File: config.mk
export PLATFORM = sky130hd
export DESIGN_NAME = spi_panel_slave
export DESIGN_NICKNAME = d
export VERILOG_FILES = /design/src/rtl/spi_panel_slave.sv
export SDC_FILE = /design/constraint.sdc
export NUM_CORES = 1
export LEC_CHECK = 0
export BUFFER_PORTS_ARGS = -buffer_cell sky130_fd_sc_hd__buf_2
export CORE_MARGIN = 2
export CORE_UTILIZATION = 50
export DETAILED_ROUTE_END_ITERATION = 7
export HOLD_SLACK_MARGIN = 0.12
export PLACE_DENSITY = 0.76
export SYNTH_ARGS = -nofsm -noshare
export SYNTH_HDL_FRONTEND = slang
export SYNTH_SLANG_ARGS = --single-unit
File: constraint.sdc
create_clock -name SCLK -period 2.05 [get_ports SCLK]
set_clock_uncertainty 0.2 [all_clocks]
set_input_delay 0.1025 -clock SCLK [delete_from_list [all_inputs] [get_ports SCLK]]
set_output_delay 0.1025 -clock SCLK [all_outputs]
set_load 0.01 [all_outputs]
File: src/rtl/spi_panel_slave.sv
// spi_panel_slave: SCLK-only SPI slave driving LED ports and returning switch/ID/ACK/NAK responses.
// Define SPI_BURST_EN to stream data words with an auto-incrementing port index.
module spi_panel_slave #(
  parameter int         WORD_W    = 8,
  parameter int         NUM_OUT   = 4,
  parameter int         NUM_IN    = 2,
  parameter int         LSB_FIRST = 1,
  parameter logic [7:0] CHIP_ID   = 8'h72,
  parameter logic [7:0] VENDOR_ID = 8'hAE,
  parameter logic [7:0] ACK       = 8'h01,
  parameter logic [7:0] NAK       = 8'h80
) (
  input  logic                      SCLK,
  input  logic                      NRST,
  input  logic                      SS,
  input  logic                      MOSI,
  output logic                      MISO,
  output logic [NUM_OUT*WORD_W-1:0] OUTPORTS,
  input  logic [NUM_IN*WORD_W-1:0]  INPORTS,
  output logic                      WORD_STB
);
  localparam int CW = $clog2(WORD_W);
  localparam logic [CW-1:0] LAST = CW'(WORD_W - 1);
  typedef enum logic {CMD, DATA} state_t;
  state_t                    r_state, w_state_nx;
  logic [CW-1:0]             r_bitcnt, w_sel;
  logic [WORD_W-2:0]         r_rx;
  logic [WORD_W-1:0]         r_tx, w_word, w_resp_cmd, w_tx_nx;
  logic [NUM_OUT*WORD_W-1:0] r_out;
  logic [3:0]                r_devcmd, r_idx, w_idx_nx;
  logic                      w_done, w_wr;

  function automatic logic [WORD_W-1:0] resp(input logic [3:0] op, input logic [3:0] idx);
    logic [WORD_W-1:0] v;
    v = WORD_W'(NAK);
    case (op)
      4'h0: v = WORD_W'(ACK);
      4'h1: if ({1'b0, idx} < 5'(NUM_OUT)) v = WORD_W'(ACK);
      4'h2: for (int k = 0; k < NUM_IN; k++) if (idx == 4'(k)) v = INPORTS[k*WORD_W +: WORD_W];
      4'h3: for (int k = 0; k < NUM_OUT; k++) if (idx == 4'(k)) v = r_out[k*WORD_W +: WORD_W];
      4'h6: v = WORD_W'(CHIP_ID);
      4'h9: v = WORD_W'(VENDOR_ID);
      default: ;
    endcase
    return v;
  endfunction

  // The completed word includes the bit arriving on the current edge.
  assign w_word     = (LSB_FIRST != 0) ? {MOSI, r_rx} : {r_rx, MOSI};
  assign w_sel      = (LSB_FIRST != 0) ? r_bitcnt : LAST - r_bitcnt;
  assign w_done     = !SS && (r_bitcnt == LAST);
  assign w_resp_cmd = resp(w_word[7:4], w_word[3:0]);
  assign w_wr       = w_done && r_state == DATA && r_devcmd == 4'h1 && ({1'b0, r_idx} < 5'(NUM_OUT));
  assign OUTPORTS   = r_out;

`ifdef SPI_BURST_EN
  logic [4:0] w_lim;
  logic       w_legal;
  always_comb begin
    w_lim      = (r_devcmd == 4'h2) ? 5'(NUM_IN) : 5'(NUM_OUT);
    w_legal    = (r_devcmd inside {4'h1, 4'h2, 4'h3}) && ({1'b0, r_idx} < w_lim);
    w_idx_nx   = !w_legal ? r_idx : ({1'b0, r_idx} + 5'd1 == w_lim) ? 4'd0 : r_idx + 4'd1;
    w_state_nx = !w_done ? r_state :
                 (r_state == CMD || !(r_devcmd == 4'h0 && w_word == '0)) ? DATA : CMD;
    w_tx_nx    = (w_state_nx == DATA) ? resp(r_devcmd, w_idx_nx) : '0;
  end
`else
  always_comb begin
    w_state_nx = !w_done ? r_state : (r_state == CMD) ? DATA : CMD;
    w_idx_nx   = r_idx;
    w_tx_nx    = '0;
  end
`endif

  always_ff @(posedge SCLK or posedge NRST)
    if (NRST) r_state <= CMD;
    else r_state <= w_state_nx;

  always_ff @(posedge SCLK or posedge NRST) begin
    if (NRST) begin
      r_bitcnt <= '0;
      r_rx     <= '0;
      r_tx     <= '0;
      r_devcmd <= '0;
      r_idx    <= '0;
      r_out    <= '0;
      WORD_STB <= 1'b0;
    end else begin
      WORD_STB <= w_done;
      if (!SS) begin
        r_bitcnt <= w_done ? '0 : r_bitcnt + CW'(1);
        r_rx     <= (LSB_FIRST != 0) ? w_word[WORD_W-1:1] : w_word[WORD_W-2:0];
      end
      if (w_done && r_state == CMD) begin
        r_tx     <= w_resp_cmd;
        r_devcmd <= w_word[7:4];
        r_idx    <= w_word[3:0];
      end
      if (w_done && r_state == DATA) begin
        r_tx  <= w_tx_nx;
        r_idx <= w_idx_nx;
      end
      for (int k = 0; k < NUM_OUT; k++)
        if (w_wr && r_idx == 4'(k)) r_out[k*WORD_W +: WORD_W] <= w_word;
    end
  end

  // Response bits launch on the falling edge so the master can sample on the rising edge.
  always_ff @(negedge SCLK or posedge NRST)
    if (NRST) MISO <= 1'b0;
    else if (!SS) MISO <= r_tx[w_sel];
endmodule

==> results.sh <==
export IMPL_outcome="finished with violations"
export IMPL_violations="negative setup slack"
export IMPL_wl_um=6845
export IMPL_rsz0062_at_grt="yes"
export IMPL_crit_chain="mux4_2 -> mux2i_1 -> o21ai_1"
export IMPL_fin_cells=387
export IMPL_synth_area_leaders="dfrtp_1 (50%), mux2_2 (16%), mux4_2 (7.5%), mux2_4 (4.0%), mux2i_1 (1.7%)"
export IMPL_relSlewSlack_pct=50.86
export IMPL_yosysMostFrequentCell="dfrtp_1"
export IMPL_ant_nets=0
export IMPL_drc=0
export IMPL_synth_ff_type="dfrtp_1"
export IMPL_critPathLaunchType="flip-flop"
export IMPL_min_path_type="primary input to flip-flop"
export IMPL_ff2ff_setup_slack_ps=-480
export IMPL_drive_gt1_share_pct=54.17
export IMPL_die_h_um=81.39
export IMPL_cts_buffers=9
export IMPL_grt_pass1_wl_um=11470
export IMPL_cp_end_kind="flip-flop"
export IMPL_irDropWorstVdd_v=0.0006800
export IMPL_power_density_nw_per_um2=910.7
export IMPL_finalHoldViolations=0
export IMPL_clockRootBuffer="clkbuf_8"
export IMPL_crit_type="flip-flop to flip-flop"
export IMPL_dr_first_iter_drc_count=140
export IMPL_ios=54
export IMPL_synth_fp_nets=239
export IMPL_cts_sinks=61
export IMPL_synth_distinct_cells=46
export IMPL_cts_tree="done"
export IMPL_setup_viol=46
export IMPL_worst_path_max_delay_cell="mux4_2"
export IMPL_crit_fanout=3
export IMPL_drv_slew=0
export IMPL_n_antenna_cell=0
export IMPL_area_delta_synth_final_pct=31.30
export IMPL_synthCells=217
export IMPL_synth_area_um2=2994
export IMPL_fp_dieW_um=81.39
export IMPL_synth_edf_count=0
export IMPL_path_clk_slew_ps=60
export IMPL_rows=28
export IMPL_core_area_um2=5851
export IMPL_finalNetCount=330
export IMPL_initial_utilization_pct=51.18
export IMPL_placed_cells=350
export IMPL_leakagePower_uw=0.001913
export IMPL_setup_slack_ps=-484.7
export IMPL_crit_family="multiplexers"
export IMPL_grt_ovfl_total=0
export IMPL_vias=2175
export IMPL_wl_per_cell_um=17.69
export IMPL_synth_warning_count=0
export IMPL_cp_arrival_ps=1480
export IMPL_synth_top_area_share_pct=50.15
export IMPL_worstMarginPinSlew_ps=737.1
export IMPL_antenna_found_initial=0
export IMPL_numPortBuffers=53
export IMPL_ys_ff_latch=61
export IMPL_critPathBufInv=0
export IMPL_grt_max_degree=61
export IMPL_globalplace_congestion=0.8057
export IMPL_hpwl_um=4583
export IMPL_final_setup_tns_ps=-12300
export IMPL_yosysTopAreaCell="dfrtp_1"
export IMPL_insertion_delay_ps=330
export IMPL_vias_per_cell=5.620
export IMPL_grtUsageTotal_pct=23.32
export IMPL_max_stage_delay_ps=500
export IMPL_dieArea_um2=6624
export IMPL_htreeDepth=3
export IMPL_synthArstFlopShare_pct=100.0
export IMPL_drtPass1Iterations=4
export IMPL_netlist_top_cells_count="dfrtp_1 (60), mux2_2 (43), clkbuf_1 (11)"
export IMPL_grt_pass1_vias=2270
export IMPL_fin_util_pct=67.19
export IMPL_clockBufferDepth=2
export IMPL_syn_mean_instance_area_um2=13.80
export IMPL_max_cap_viol_count=0
export IMPL_fillers=406
export IMPL_cp_data_required_time_ps=990
export IMPL_seq_area_frac_synth_pct=50.98
report_power, final:
| part | switching, µW | leakage [µW] | internal (µW) |
|---|---|---|---|
| Sequential | 199 | 0.000815 | 1420 |
| Combinational | 481 | 0.00101 | 562 |
| Clock | 459 | 0.0000877 | 455 |
final timing paths:
kind,start,end,depth (start not counted)
worst max-delay path,r_bitcnt[0]$_DFFE_PP0N_,MISO$_DFFE_NP0N_,3
worst min-delay path,INPORTS[7],r_tx[7]$_DFFE_PP0P_,5
worst max register to register,r_bitcnt[0]$_DFFE_PP0N_,MISO$_DFFE_NP0N_,3
worst min register to register,MISO$_DFFE_NP0N_,MISO$_DFFE_NP0N_,2
max in group asynchronous,NRST,MISO$_DFFE_NP0N_,3
min in group asynchronous,NRST,r_tx[0]$_DFFE_PP0P_,4
cell families (layout without fill, tap and decap cells):
kind of cell,count (synthesis),in the layout,synth area share (%)
DFF,61,61,50.98
and+or+nand+nor,36,36,7.941
muxes,67,67,29.75
buffers and inverters,18,113,2.883
xor gates and xnor gates,1,1,0.2926
AOI/OAI and AO/OA,32,32,7.313
adders and majority gates,2,2,0.8356
stage by stage:
step                setup slack [ps]  hold WS [ps]  total power, µW  area, µm²
finish                        -484.7         134.8             3580       3931
global route                  -554.5         232.0             3786       3931
CTS                           -491.5         136.9             3573       3887
detailed placement            -496.1         201.9             2588       3471
global placement              -455.8         207.7             2553       3471
floorplan                     -445.8         14.75             2267       3009
cells in the final DEF, fill, tap and decap left out, types with 2 or more instances in the layout:
master / synthesis / routed
dfrtp_1: 60 / 60
buf_2: 3 / 53
mux2_2: 43 / 43
dlygate4sd3_1: 0 / 19
buf_4: 0 / 19
mux4_2: 10 / 10
clkbuf_8: 0 / 10
mux2_4: 8 / 8
nand2_1: 7 / 7
a21oi_1: 6 / 5
mux2i_1: 5 / 5
nor2_1: 4 / 4
nor2b_1: 4 / 4
o21ai_1: 0 / 4
clkinv_2: 0 / 4
nand2b_1: 3 / 3
nor3_1: 4 / 3
o21ai_0: 8 / 3
nor3_4: 0 / 2
a311oi_1: 2 / 2
clkinvlp_4: 0 / 2
o21bai_1: 2 / 2
a22oi_1: 2 / 2
o31ai_1: 2 / 2
a32o_1: 2 / 2
buf_12: 0 / 2
buf_6: 2 / 2
worst min-delay path, stage by stage:
cell	delay [ps]
buf_2	70
nor2b_1	110
a211o_1	110
a311oi_1	90
a31oi_1	140
layout make-up:
cell class	instances	area [µm²]	share of cell area [%]
inverter	2	11.26	0.2864
sequential	61	1526	38.83
timing repair buffer	96	675.6	17.19
clock inverter	5	27.53	0.7002
multi-input combinational	138	1459	37.11
tap	75	93.84	2.387
clock buffer	10	137.6	3.501
registers in the layout, indices dropped and copies added, names as in the netlist:
signal / flops
r_state: 1
MISO: 1
r_idx: 4
r_rx: 7
WORD_STB: 1
r_bitcnt: 3
r_tx: 8
r_devcmd: 4
OUTPORTS: 32
per-layer routing:
layer  up-vias  GRT usage (%)  wire length (µm)
li1        998              -                 -
met1      1084          31.38              3025
met2        77          37.46              3340
met3        16          4.444               354
met4         0          9.153               125
met5         -              0                 0
repair_timing:
item / CTS / global route
setup endpoints to repair: 38 / 49
endpoints found under the hold margin: 83 / 0
setup buffers: 1 / 2
hold buffers: 19 / 0
resized for setup: 12 / 9
pin swaps: 2 / 4
Power figures use the tool's default switching activity.
